File: config.mk
export PLATFORM = sky130hd
export DESIGN_NAME = lookup3_key_feeder_flat
export DESIGN_NICKNAME = d
export VERILOG_FILES = /design/src/rtl/lookup3_pkg.sv /design/src/rtl/lookup3_key_feeder_if.sv /design/src/rtl/key_buf_ram.sv /design/src/rtl/lookup3_key_feeder.sv /design/src/flat_wrapper.sv
export SDC_FILE = /design/constraint.sdc
export NUM_CORES = 2
export LEC_CHECK = 0
export BUFFER_PORTS_ARGS = -buffer_cell sky130_fd_sc_hd__buf_4
export CAP_MARGIN = 20
export CORE_MARGIN = 5
export CORE_UTILIZATION = 40
export CTS_CLUSTER_SIZE = 8
export DETAILED_ROUTE_END_ITERATION = 10
export MAX_ROUTING_LAYER = met4
export PLACE_DENSITY = 0.55
export SYNTH_ARGS = -nofsm -noshare
export SYNTH_HDL_FRONTEND = slang
export SYNTH_HIERARCHICAL = 1
export SYNTH_SLANG_ARGS = --single-unit
File: constraint.sdc
create_clock -name CLK -period 14.2 [get_ports CLK]
set_input_delay 1.42 -clock CLK [delete_from_list [all_inputs] [get_ports CLK]]
set_output_delay 1.42 -clock CLK [all_outputs]
set_load 0.01 [all_outputs]
File: src/rtl/lookup3_pkg.sv
// Shared constants, state encoding and tail-masking helper for the lookup3 key feeder.
package lookup3_pkg;

  localparam int unsigned MAX_KEY_LEN = 250;
  localparam int unsigned BLK_BYTES   = 12;
  localparam int unsigned MAX_BLKS    = 21;

  typedef enum logic [1:0] {
    IDLE,
    LOAD,
    EMIT,
    DROP
  } state_t;

  // Byte-enable mask for word 'word' of a block with 'rem' bytes left in the key.
  function automatic logic [31:0] tail_mask(input logic [7:0] rem, input int unsigned word);
    logic [31:0] m;
    m = '0;
    for (int unsigned b = 0; b < 4; b++) begin
      if (32'(rem) > (word * 32'd4 + b)) m[8*b +: 8] = 8'hFF;
    end
    return m;
  endfunction

endpackage

File: src/rtl/lookup3_key_feeder_if.sv
// Key word input stream and 12-byte block output stream of the lookup3 key feeder.
interface lookup3_key_feeder_if;
  logic        s_valid;
  logic        s_ready;
  logic [31:0] s_data;
  logic [2:0]  s_bytes;
  logic        s_last;

  logic        m_valid;
  logic        m_ready;
  logic [31:0] m_k0;
  logic [31:0] m_k1;
  logic [31:0] m_k2;
  logic [7:0]  m_key_length;
  logic [7:0]  m_remain;
  logic        m_first;
  logic        m_last;

  modport slave (
    input  s_valid, s_data, s_bytes, s_last, m_ready,
    output s_ready, m_valid, m_k0, m_k1, m_k2, m_key_length, m_remain, m_first, m_last
  );

  modport master (
    output s_valid, s_data, s_bytes, s_last, m_ready,
    input  s_ready, m_valid, m_k0, m_k1, m_k2, m_key_length, m_remain, m_first, m_last
  );
endinterface

File: src/rtl/key_buf_ram.sv
// Key word store: one write port, three combinational read ports, no reset.
module key_buf_ram #(
  parameter int unsigned DEPTH = 63,
  parameter int unsigned AW    = 6
) (
  input  logic          clk,
  input  logic          we,
  input  logic [AW-1:0] waddr,
  input  logic [31:0]   wdata,
  input  logic [AW-1:0] raddr0,
  input  logic [AW-1:0] raddr1,
  input  logic [AW-1:0] raddr2,
  output logic [31:0]   rdata0_c,
  output logic [31:0]   rdata1_c,
  output logic [31:0]   rdata2_c
);
  import lookup3_pkg::*;

  logic [31:0] mem [DEPTH];

  always_ff @(posedge clk) begin
    if (we) mem[waddr] <= wdata;
  end

  // Addresses past the end only occur on speculative reads whose data is discarded.
  assign rdata0_c = (32'(raddr0) < DEPTH) ? mem[raddr0] : '0;
  assign rdata1_c = (32'(raddr1) < DEPTH) ? mem[raddr1] : '0;
  assign rdata2_c = (32'(raddr2) < DEPTH) ? mem[raddr2] : '0;

endmodule

File: src/rtl/lookup3_key_feeder.sv
// Collects a byte key word by word, then replays it as zero-padded 12-byte blocks for lookup3.
module lookup3_key_feeder #(
  parameter int unsigned MAX_KEY_LEN = lookup3_pkg::MAX_KEY_LEN,
  parameter int unsigned MAX_BLKS    = lookup3_pkg::MAX_BLKS
) (
  input  logic                 CLK,
  input  logic                 RST_N,
  lookup3_key_feeder_if.slave  bus,
  output logic                 o_err
);
  import lookup3_pkg::*;

  localparam int unsigned DEPTH = 3 * MAX_BLKS;
  localparam int unsigned AW    = $clog2(DEPTH);
  localparam int unsigned BW    = $clog2(MAX_BLKS + 1);

  state_t           state_q, state_d;
  logic [7:0]       len_q, len_d;
  logic [AW-1:0]    widx_q, widx_d;
  logic [BW-1:0]    blk_q, blk_d;
  logic             s_ready_q, s_ready_d;
  logic             m_valid_q, m_valid_d;
  logic [2:0][31:0] k_q, k_d;
  logic [7:0]       key_len_q, key_len_d;
  logic [7:0]       remain_q, remain_d;
  logic             first_q, first_d;
  logic             last_q, last_d;
  logic             err_q, err_d;
  logic             load_blk;

  logic             acc, we;
  logic [7:0]       add, new_len, nxt_rem;
  logic [8:0]       sum;
  logic [BW-1:0]    rd_blk;
  logic [AW-1:0]    rd_base, raddr0, raddr1, raddr2;
  logic [31:0]      rdata0_c, rdata1_c, rdata2_c;
  logic [2:0][31:0] word;

  assign acc     = bus.s_valid & s_ready_q;
  assign we      = acc & ((state_q == IDLE) | (state_q == LOAD));
  assign add     = bus.s_last ? {5'd0, bus.s_bytes} : 8'd4;
  assign sum     = {1'b0, len_q} + {1'b0, add};
  assign new_len = sum[8] ? 8'hFF : sum[7:0];

  // Read the block about to be presented: block 0 on key entry, else the successor.
  assign rd_blk  = (state_q == EMIT) ? blk_q + BW'(1) : '0;
  assign rd_base = AW'(32'(rd_blk) * 32'd3);
  assign raddr0  = rd_base;
  assign raddr1  = rd_base + AW'(1);
  assign raddr2  = rd_base + AW'(2);
  assign nxt_rem = (state_q == EMIT) ? remain_q - 8'(BLK_BYTES) : new_len;

  key_buf_ram #(.DEPTH(DEPTH), .AW(AW)) u_buf (
    .clk      (CLK),
    .we       (we),
    .waddr    (widx_q),
    .wdata    (bus.s_data),
    .raddr0   (raddr0),
    .raddr1   (raddr1),
    .raddr2   (raddr2),
    .rdata0_c (rdata0_c),
    .rdata1_c (rdata1_c),
    .rdata2_c (rdata2_c)
  );

  // The final key word is written in the same cycle block 0 is loaded, so bypass it.
  always_comb begin
    word[0] = (we && (widx_q == raddr0)) ? bus.s_data : rdata0_c;
    word[1] = (we && (widx_q == raddr1)) ? bus.s_data : rdata1_c;
    word[2] = (we && (widx_q == raddr2)) ? bus.s_data : rdata2_c;
  end

  always_comb begin
    state_d   = state_q;
    len_d     = len_q;
    widx_d    = widx_q;
    blk_d     = blk_q;
    m_valid_d = m_valid_q;
    k_d       = k_q;
    key_len_d = key_len_q;
    remain_d  = remain_q;
    first_d   = first_q;
    last_d    = last_q;
    err_d     = 1'b0;
    load_blk  = 1'b0;

    unique case (state_q)
      IDLE, LOAD: begin
        if (acc) begin
          widx_d = widx_q + AW'(1);
          len_d  = new_len;
          if (bus.s_last) begin
            if (32'(new_len) > MAX_KEY_LEN) begin
              state_d = IDLE;
              err_d   = 1'b1;
            end else if (new_len == 8'd0) begin
              state_d = IDLE;
            end else begin
              state_d   = EMIT;
              blk_d     = '0;
              key_len_d = new_len;
              first_d   = 1'b1;
              load_blk  = 1'b1;
            end
          end else if ((32'(new_len) > MAX_KEY_LEN) || (widx_q == AW'(DEPTH - 1))) begin
            state_d = DROP;
          end else begin
            state_d = LOAD;
          end
        end
      end
      DROP: begin
        if (acc && bus.s_last) begin
          state_d = IDLE;
          err_d   = 1'b1;
        end
      end
      EMIT: begin
        if (m_valid_q && bus.m_ready) begin
          if (last_q) begin
            state_d   = IDLE;
            m_valid_d = 1'b0;
            k_d       = '0;
            key_len_d = '0;
            remain_d  = '0;
            first_d   = 1'b0;
            last_d    = 1'b0;
          end else begin
            blk_d    = blk_q + BW'(1);
            first_d  = 1'b0;
            load_blk = 1'b1;
          end
        end
      end
      default: state_d = IDLE;
    endcase

    if (load_blk) begin
      m_valid_d = 1'b1;
      remain_d  = nxt_rem;
      last_d    = (nxt_rem <= 8'(BLK_BYTES));
      for (int unsigned j = 0; j < 3; j++) k_d[j] = word[j] & tail_mask(nxt_rem, j);
    end

    if (state_d == IDLE) begin
      len_d  = '0;
      widx_d = '0;
    end
    s_ready_d = (state_d != EMIT);
  end

  always_ff @(posedge CLK or negedge RST_N) begin
    if (!RST_N) begin
      state_q   <= IDLE;
      len_q     <= '0;
      widx_q    <= '0;
      blk_q     <= '0;
      s_ready_q <= 1'b0;
      m_valid_q <= 1'b0;
      k_q       <= '0;
      key_len_q <= '0;
      remain_q  <= '0;
      first_q   <= 1'b0;
      last_q    <= 1'b0;
      err_q     <= 1'b0;
    end else begin
      state_q   <= state_d;
      len_q     <= len_d;
      widx_q    <= widx_d;
      blk_q     <= blk_d;
      s_ready_q <= s_ready_d;
      m_valid_q <= m_valid_d;
      k_q       <= k_d;
      key_len_q <= key_len_d;
      remain_q  <= remain_d;
      first_q   <= first_d;
      last_q    <= last_d;
      err_q     <= err_d;
    end
  end

  assign bus.s_ready      = s_ready_q;
  assign bus.m_valid      = m_valid_q;
  assign bus.m_k0         = k_q[0];
  assign bus.m_k1         = k_q[1];
  assign bus.m_k2         = k_q[2];
  assign bus.m_key_length = key_len_q;
  assign bus.m_remain     = remain_q;
  assign bus.m_first      = first_q;
  assign bus.m_last       = last_q;
  assign o_err            = err_q;

endmodule

File: src/flat_wrapper.sv
// flat-port wrapper written by rule: the top's interface ports become plain ports
module lookup3_key_feeder_flat import lookup3_pkg::*;
#(
  parameter int unsigned MAX_KEY_LEN = lookup3_pkg::MAX_KEY_LEN,
  parameter int unsigned MAX_BLKS    = lookup3_pkg::MAX_BLKS
)
  (CLK, RST_N, o_err, bus_s_valid, bus_s_data, bus_s_bytes, bus_s_last, bus_m_ready, bus_s_ready, bus_m_valid, bus_m_k0, bus_m_k1, bus_m_k2, bus_m_key_length, bus_m_remain, bus_m_first, bus_m_last);
  lookup3_key_feeder_if bus_i ();
  input  logic CLK;
  input  logic RST_N;
  output logic o_err;
  input wire logic [$bits(bus_i.s_valid)-1:0] bus_s_valid;
  input wire logic [$bits(bus_i.s_data)-1:0] bus_s_data;
  input wire logic [$bits(bus_i.s_bytes)-1:0] bus_s_bytes;
  input wire logic [$bits(bus_i.s_last)-1:0] bus_s_last;
  input wire logic [$bits(bus_i.m_ready)-1:0] bus_m_ready;
  output wire logic [$bits(bus_i.s_ready)-1:0] bus_s_ready;
  output wire logic [$bits(bus_i.m_valid)-1:0] bus_m_valid;
  output wire logic [$bits(bus_i.m_k0)-1:0] bus_m_k0;
  output wire logic [$bits(bus_i.m_k1)-1:0] bus_m_k1;
  output wire logic [$bits(bus_i.m_k2)-1:0] bus_m_k2;
  output wire logic [$bits(bus_i.m_key_length)-1:0] bus_m_key_length;
  output wire logic [$bits(bus_i.m_remain)-1:0] bus_m_remain;
  output wire logic [$bits(bus_i.m_first)-1:0] bus_m_first;
  output wire logic [$bits(bus_i.m_last)-1:0] bus_m_last;
  assign bus_i.s_valid = bus_s_valid;
  assign bus_i.s_data = bus_s_data;
  assign bus_i.s_bytes = bus_s_bytes;
  assign bus_i.s_last = bus_s_last;
  assign bus_i.m_ready = bus_m_ready;
  assign bus_s_ready = bus_i.s_ready;
  assign bus_m_valid = bus_i.m_valid;
  assign bus_m_k0 = bus_i.m_k0;
  assign bus_m_k1 = bus_i.m_k1;
  assign bus_m_k2 = bus_i.m_k2;
  assign bus_m_key_length = bus_i.m_key_length;
  assign bus_m_remain = bus_i.m_remain;
  assign bus_m_first = bus_i.m_first;
  assign bus_m_last = bus_i.m_last;
  lookup3_key_feeder #(.MAX_KEY_LEN(MAX_KEY_LEN), .MAX_BLKS(MAX_BLKS)) u_core (.CLK(CLK), .RST_N(RST_N), .bus(bus_i), .o_err(o_err));
endmodule
== After elaboration in Yosys (flattened, before gate mapping) ==
Memories as Yosys holds them, arrays and structs flattened.
Index checks and enable logic that the tools add are counted.

* Word-level logic and storage cells: 177
* Bits in writable memories: 2,016
* ROM bits: 0
* Memories: 1
* Latch bits: 0
* Output and inout bits: 117
* Input bits: 40
* Register bits after elaboration: 138

{| class="wikitable"
|+ Memories
! memory !! words !! bits a word !! read ports !! clocked after Yosys merged registers in !! wr ports !! RTL line !! text
|-
| u_core.u_buf.mem || 63 || 32 || 3 || 0 || 1 || key_buf_ram.sv:19 || <nowiki>logic [31:0] mem [DEPTH];</nowiki>
|}

* Bitwise gates (word level): 6
* $lt $le $gt $ge: 17
* Divide/modulo/power cells: 0
* Mux-type cells: 95
* Multipliers: 1
* Add/sub/neg operators: 6
* Shift-type cells: 0
* Eq/ne operators: 15
* Reductions and logical operators: 22

{| class="wikitable"
|+ Operators by type and width
! kind !! count
|-
| 96-bit 2-to-1 mux || 4
|-
| 8-bit 2-to-1 mux || 37
|-
| 32-bit 2-to-1 mux || 6
|-
| 32-bit AND || 3
|-
| 5-bit 2-to-1 mux || 7
|-
| 8-bit by 3-bit > comparator with 1-bit output (second input constant) || 4
|-
| 8-bit by 4-bit > comparator with 1-bit output (second input constant) || 4
|-
| 1-bit 2-to-1 mux || 23
|-
| 6-bit equality test || 3
|-
| 6-bit less-than comparator (second input constant) || 3
|-
| 6-bit 2-to-1 mux || 3
|-
| 8-bit by 1-bit > comparator with 1-bit output (second input constant) || 2
|-
| 8-bit by 2-bit > comparator with 1-bit output (second input constant) || 2
|-
| 2-bit 2-to-1 mux || 8
|-
| 8-bit case mux with 2 select lines || 1
|-
| 7-bit AND reduction || 2
|-
| 6-bit by 1-bit adder with 6-bit output (second input constant) || 2
|-
| 2-bit inequality test (second input constant) || 6
|-
| 2-bit nonzero test || 6
|-
| 5-bit case mux with 2 select lines || 1
|-
| 8-bit by 8-bit adder with 9-bit output || 1
|-
| 8-bit > comparator (second input constant) || 1
|-
| 8-bit by 4-bit less-or-equal comparator with 1-bit output (second input constant) || 1
|-
| 8-bit logical NOT || 1
|-
| 20 further kinds || 31
|}

== Longest topological paths before layout ==
* Word-level depth: 12
* Depth in mapped cells: 23

== By module ==
The synthesis kept the hierarchy.

{| class="wikitable"
|+ By module, submodules not included
! module !! sequential area each (sq um) !! instances !! area each (sq um) !! cells each
|-
| key_buf_ram || 60,538.1 || 1 || 109,631.4 || 6,299
|-
| lookup3_key_feeder || 3,453.3 || 1 || 7,689.9 || 793
|}

== Least setup slack after synthesis ==
No wires, ideal clock.

* Kind: input to register
* Start point: in bus_s_valid
* End point: mem u_core.u_buf.mem[32][0], enable pin
* Buffers on the path: 3
* Cell stages on the path: 8
* Setup time: 0.461 ns
* Slack: 8.576 ns
* Arrival: 5.163 ns
* Cells stage by stage: nand2_1 -> or2_2 -> clkbuf_1 -> inv_1 -> clkbuf_1 -> buf_1 -> nand4b_1 -> nor3_1

* Word-level cells in the longest chain between the ends: 4

{| class="wikitable"
|+ Ends and longest elaborated chain
! what !! RTL line !! text
|-
| start: declaration || flat_wrapper.sv:12 || <nowiki>input wire logic [$bits(bus_i.s_valid)-1:0] bus_s_valid;</nowiki>
|-
| 1-bit AND || lookup3_key_feeder.sv:39 || <nowiki>assign acc = bus.s_valid & s_ready_q;</nowiki>
|-
| 1-bit AND || lookup3_key_feeder.sv:40 || <nowiki>assign we = acc & ((state_q == IDLE) | (state_q == LOAD));</nowiki>
|-
| net u_core.we || lookup3_key_feeder.sv:31 || <nowiki>logic acc, we;</nowiki>
|-
| 1-bit 2-to-1 mux || key_buf_ram.sv:22 || <nowiki>if (we) mem[waddr] <= wdata;</nowiki>
|-
| 1-bit 2-to-1 mux (implied by the code) || key_buf_ram.sv:22 ||
|-
| end: declaration || key_buf_ram.sv:19 ||
|}

The timed path passes the listed nets, and every way through them passes these cells.

== Worst setup path in the final report ==
* Start point: reg u_core.state_q[0]
* End point: reg u_core.k_q (netlist bit u_core/bus.m_k1[15])

* Word-level cells in the longest chain between the ends: 9
* Elaborated cells between the ends (all ways): 26

{| class="wikitable"
|+ Ends and longest elaborated chain
! what !! RTL line !! text
|-
| start: declaration || lookup3_key_feeder.sv:17 || <nowiki>state_t state_q, state_d;</nowiki>
|-
| start signal: assignment || lookup3_key_feeder.sv:167 || <nowiki>state_q <= state_d;</nowiki>
|-
| 2-bit equality test * || lookup3_key_feeder.sv:46 || <nowiki>assign rd_blk = (state_q == EMIT) ? blk_q + BW'(1) : '0;</nowiki>
|-
| 5-bit 2-to-1 mux * || lookup3_key_feeder.sv:46 ||
|-
| 5-bit by 2-bit multiplier with 6-bit output * || lookup3_key_feeder.sv:47 || <nowiki>assign rd_base = AW'(32'(rd_blk) * 32'd3);</nowiki>
|-
| net u_core.raddr0[2] || lookup3_key_feeder.sv:35 || <nowiki>logic [AW-1:0] rd_base, raddr0, raddr1, raddr2;</nowiki>
|-
| 6-bit by 1-bit adder with 6-bit output * || lookup3_key_feeder.sv:49 || <nowiki>assign raddr1 = rd_base + AW'(1);</nowiki>
|-
| net u_core.raddr1[2] || lookup3_key_feeder.sv:35 ||
|-
| memory 63 x 32 bit or 6-bit less-than comparator (tied branches) || n/a ||
|-
| 32-bit 2-to-1 mux * || key_buf_ram.sv:27 || <nowiki>assign rdata1_c = (32'(raddr1) < DEPTH) ? mem[raddr1] : '0;</nowiki>
|-
| net u_core.rdata1_c[15] || lookup3_key_feeder.sv:36 || <nowiki>logic [31:0] rdata0_c, rdata1_c, rdata2_c;</nowiki>
|-
| 32-bit 2-to-1 mux * || lookup3_key_feeder.sv:69 || <nowiki>word[1] = (we && (widx_q == raddr1)) ? bus.s_data : rdata1_c;</nowiki>
|-
| 32-bit AND * || lookup3_key_feeder.sv:142 || <nowiki>for (int unsigned j = 0; j < 3; j++) k_d[j] = word[j] & tail_mask(nxt_rem, j);</nowiki>
|-
| 96-bit 2-to-1 mux * || lookup3_key_feeder.sv:138 || <nowiki>if (load_blk) begin</nowiki>
|-
| end signal: assignment || lookup3_key_feeder.sv:173 || <nowiki>k_q <= k_d;</nowiki>
|-
| end: declaration || lookup3_key_feeder.sv:23 || <nowiki>logic [2:0][31:0] k_q, k_d;</nowiki>
|}

Mark *: on every way through the listed nets, which the timed path passes. The rest lies on a longest branch. The select of a mux whose other input is x is not followed.
A chain may end at the register's enable or synchronous reset.

==> impl_results.md <==
- Status: completed
- Post-CTS resize count: 0
- Ys async rst share: 0.0641
- Syn Area/Cell: 16.5 sq um
- Final setup violation count: 0
- Reg2Reg Setup Slack: 6.18 ns
- Worst Setup SP: u_core/state_q[0]$_DFF_PN0_
- F_max: 125 MHz
- DR WL/cell: 43.8 microns
- Core area: 292000 sq um
- Root buf cell: clkbuf_16
- CP endpoint kind: register
- Post-synth top flop: edfxtp_1
- Final Hold Fails: 0
- Reg power frac: 0.195
- Layout Nets: 7232
- Switching part of the total: 0.470
- Fillers: 25000
- Seq/Total Area, Yosys: 0.545
- GRT overflow: 0
- Max-cap violations: 0
- Cell Area, Synth: 117000 sq um
- Switch Pwr: 18.1 mW
- Routed WL: 495 mm
- Drt drc: 0
- Antenna violations before repair: 39
- First-pass GRT wire length: 671 mm
- Initial Util: 0.402
- Clock-pin slew on the worst setup and hold paths: 0.05 ns
- Post-route ant nets: 0
- Comb pwr share: 0.624
- YS warnings: 6
- Number of synthesized flops with an enable pin: 2016
- Util after Layout: 0.454
- Post-Syn Nets: 7147
- Leak pwr: 41.7 nW
- Critical R2R Launch: u_core/state_q[0]$_DFF_PN0_
- Final Power: 38.5 mW
- Num ports: 157
- H-tree levels: 5
- Drt via density: 7.16
- Clock Power Share: 0.181
- 1st-iter DRT viols: 11700
- Slew @ Worst Pin: 1.26 ns
- GP Congestion: 0.931
- Clk buf depth: 4
- Highest-count cells in the layout ignoring fill and taps: edfxtp_1, mux4_2, mux2i_1, buf_4, nand2_1
- TritonCTS clock tree: built
- FF-to-FF End: u_core/bus.m_k1[15]$_DFFE_PN0P_
- DIE WIDTH: 552 microns
- Slew margin rel.: 0.154
- Hold_sp: u_core/bus.m_key_length[3]$_DFFE_PN0P_
- Port Buf Inserts: 156
- Post-CTS Repair Setup Buffers: 0
- VDD IR max: 0.420 mV
- CP arrival: 8.80 ns
- Hold Buf Count CTS: 0
- Seq cells post-synth: 2154
- R2R depth: 15
- Hold WC Path Type: reg2reg
- Synth cell types: 78
- Worst-Skew Late Latency: 0.91 ns
- Critical path launch point type: register
- Tmin final: 8.02 ns
- Final Slew Violations: 0
- Most common cell after layout, fill and taps aside: edfxtp_1
- Layout cells sized above 1: 0.319
- Die ar.: 304000 sq um
- Die height: 552 microns
- WP data required: 14.98 ns
- RSZ-0062 raised after global routing: no
- Setup TNS: 0 ns
- First-pass DRT Iterations: 8
- Kind of critical path: reg2reg
- Clk sinks: 2154
- Largest net degree at the start of global routing: 116
- DP HPWL: 300 mm
- Synthesis-to-finish area growth: 12.8%
- Worst Setup EP: u_core/bus.m_k1[15]$_DFFE_PN0P_
- Final period utilization: 0.565
- Cells after Synth: 7092
- Vias in the first global route: 78900
- Crit path max fanout: 62
- Row count: 198
- Clock skew: 0.0752 ns
- Via count: 80800
- CTS buffer count: 312
- GRT Overall Usage: 0.329
- Power density cells: 291 nW/um^2
- Internal power: 20.4 mW
-- synth_stat cells (46+ instances only) --
cell type     n  area (sq um)
o211ai_1    136          1020
a22o_1       87           762
a21oi_1     182           911
nand2_1     358          1340
o21ai_1      46           230
o221ai_1     57           499
buf_4        91           683
mux4_2     1335         30100
o21ai_0     237          1190
buf_1        48           180
edfxtp_1   2016         60500
a22oi_1     206          1550
nor2b_1      97           607
nand2b_1     71           444
buf_2       189           946
a211oi_1     79           593
nand3_1      88           440
dfrtp_1     138          3450
o22ai_1     126           788
nor2_1      228           856
mux2_2      106          1190
mux2i_1     402          4020
clkbuf_1    302          1130
-- state kept, by name, indices dropped and copies added (netlist names) --
name and count:
u_core/bus.m_k0 32, u_core/bus.m_last 1, u_core/bus.m_valid 1, u_core/o_err 1, u_core/bus.m_k2 32, u_core/bus.m_remain 8
u_core/blk_q 5, u_core/len_q 8, u_core/widx_q 6, u_core/bus.m_k1 32, u_core/bus.m_first 1, u_core/bus.m_key_length 8
u_core/u_buf/mem 2016, u_core/bus.s_ready 1, u_core/state_q 2
-- stage by stage --
step	setup slack, ns	cell area, sq um	cells	hold WS [ns]
6_report	6.18	132000	11300	0.481
5_1_grt	6.00	132000	11300	0.503
2_1_floorplan	8.58	117000	7092	0.490
3_5_place_dp	6.03	123000	10800	0.468
4_1_cts	6.00	132000	11300	0.480
3_3_place_gp	5.96	123000	10700	0.466
-- how the worst min path moves through the flow --
stage / end / slack, ns / cells after the start
floorplan: u_core/blk_q[3]$_DFFE_PN0P_ / 0.49 / 1
global placement: u_core/bus.m_key_length[3]$_DFFE_PN0P_ / 0.47 / 1
detailed placement: u_core/bus.m_key_length[3]$_DFFE_PN0P_ / 0.47 / 1
CTS: u_core/bus.m_key_length[3]$_DFFE_PN0P_ / 0.48 / 1
global route: u_core/bus.m_k0[3]$_DFFE_PN0P_ / 0.50 / 2
finish: u_core/bus.m_key_length[3]$_DFFE_PN0P_ / 0.48 / 1
-- power by group through the flow --
stage	sequential, mW	clock [mW]	combinational, mW
floorplan	7.44	0	14.8
global placement	7.62	0	23.4
detailed placement	7.62	0	23.5
CTS	7.50	7.03	23.5
global route	7.52	7.31	24.5
finish	7.52	6.96	24.0
-- routing by layer --
layer / track usage / share of wire / wire, microns / vias to the layer above
li1: - / - / - / 30500
met1: 0.416 / 0.36 / 178000 / 42800
met2: 0.462 / 0.43 / 212000 / 6138
met3: 0.0976 / 0.13 / 64500 / 1350
met4: 0.210 / 0.081 / 40300 / 0
met5: - / 0 / 0 / -
-- cell families after synthesis --
kind of cell	synth area share
simple gates	0.0386
compound gates	0.0824
fa+ha+maj	0.00173
flops	0.545
mux	0.301
buf+inv	0.0281
xor+xnor	0.00288
-- layout make-up --
class,instances,area (sq um),share of cell area
Timing Repair Buffer,424,3600,0.0272
Inverter,24,108,0.000813
Antenna cell,28,70.1,0.000530
Clock buffer,481,8540,0.0645
Sequential cell,2154,64000,0.484
Tap cell,3900,4880,0.0369
Clock inverter,19,280,0.00212
Multi-Input combinational cell,4261,50800,0.384
-- critical path: stages, from the launching register on --
cell,delay [ns]
dfrtp_1,0.47
nand2b_1,0.62
nor2_1,0.24
fa_4,1.17
buf_4,0.69
buf_12,0.47
xor2_4,0.73
buf_4,0.66
nor2b_4,0.63
buf_4,0.54
a22oi_1,0.13
a21oi_1,0.91
a32oi_1,0.09
nand2_1,0.13
mux2i_1,0.07
o21ai_0,0.21
No activity file was read; power rests on OpenSTA's default activity.
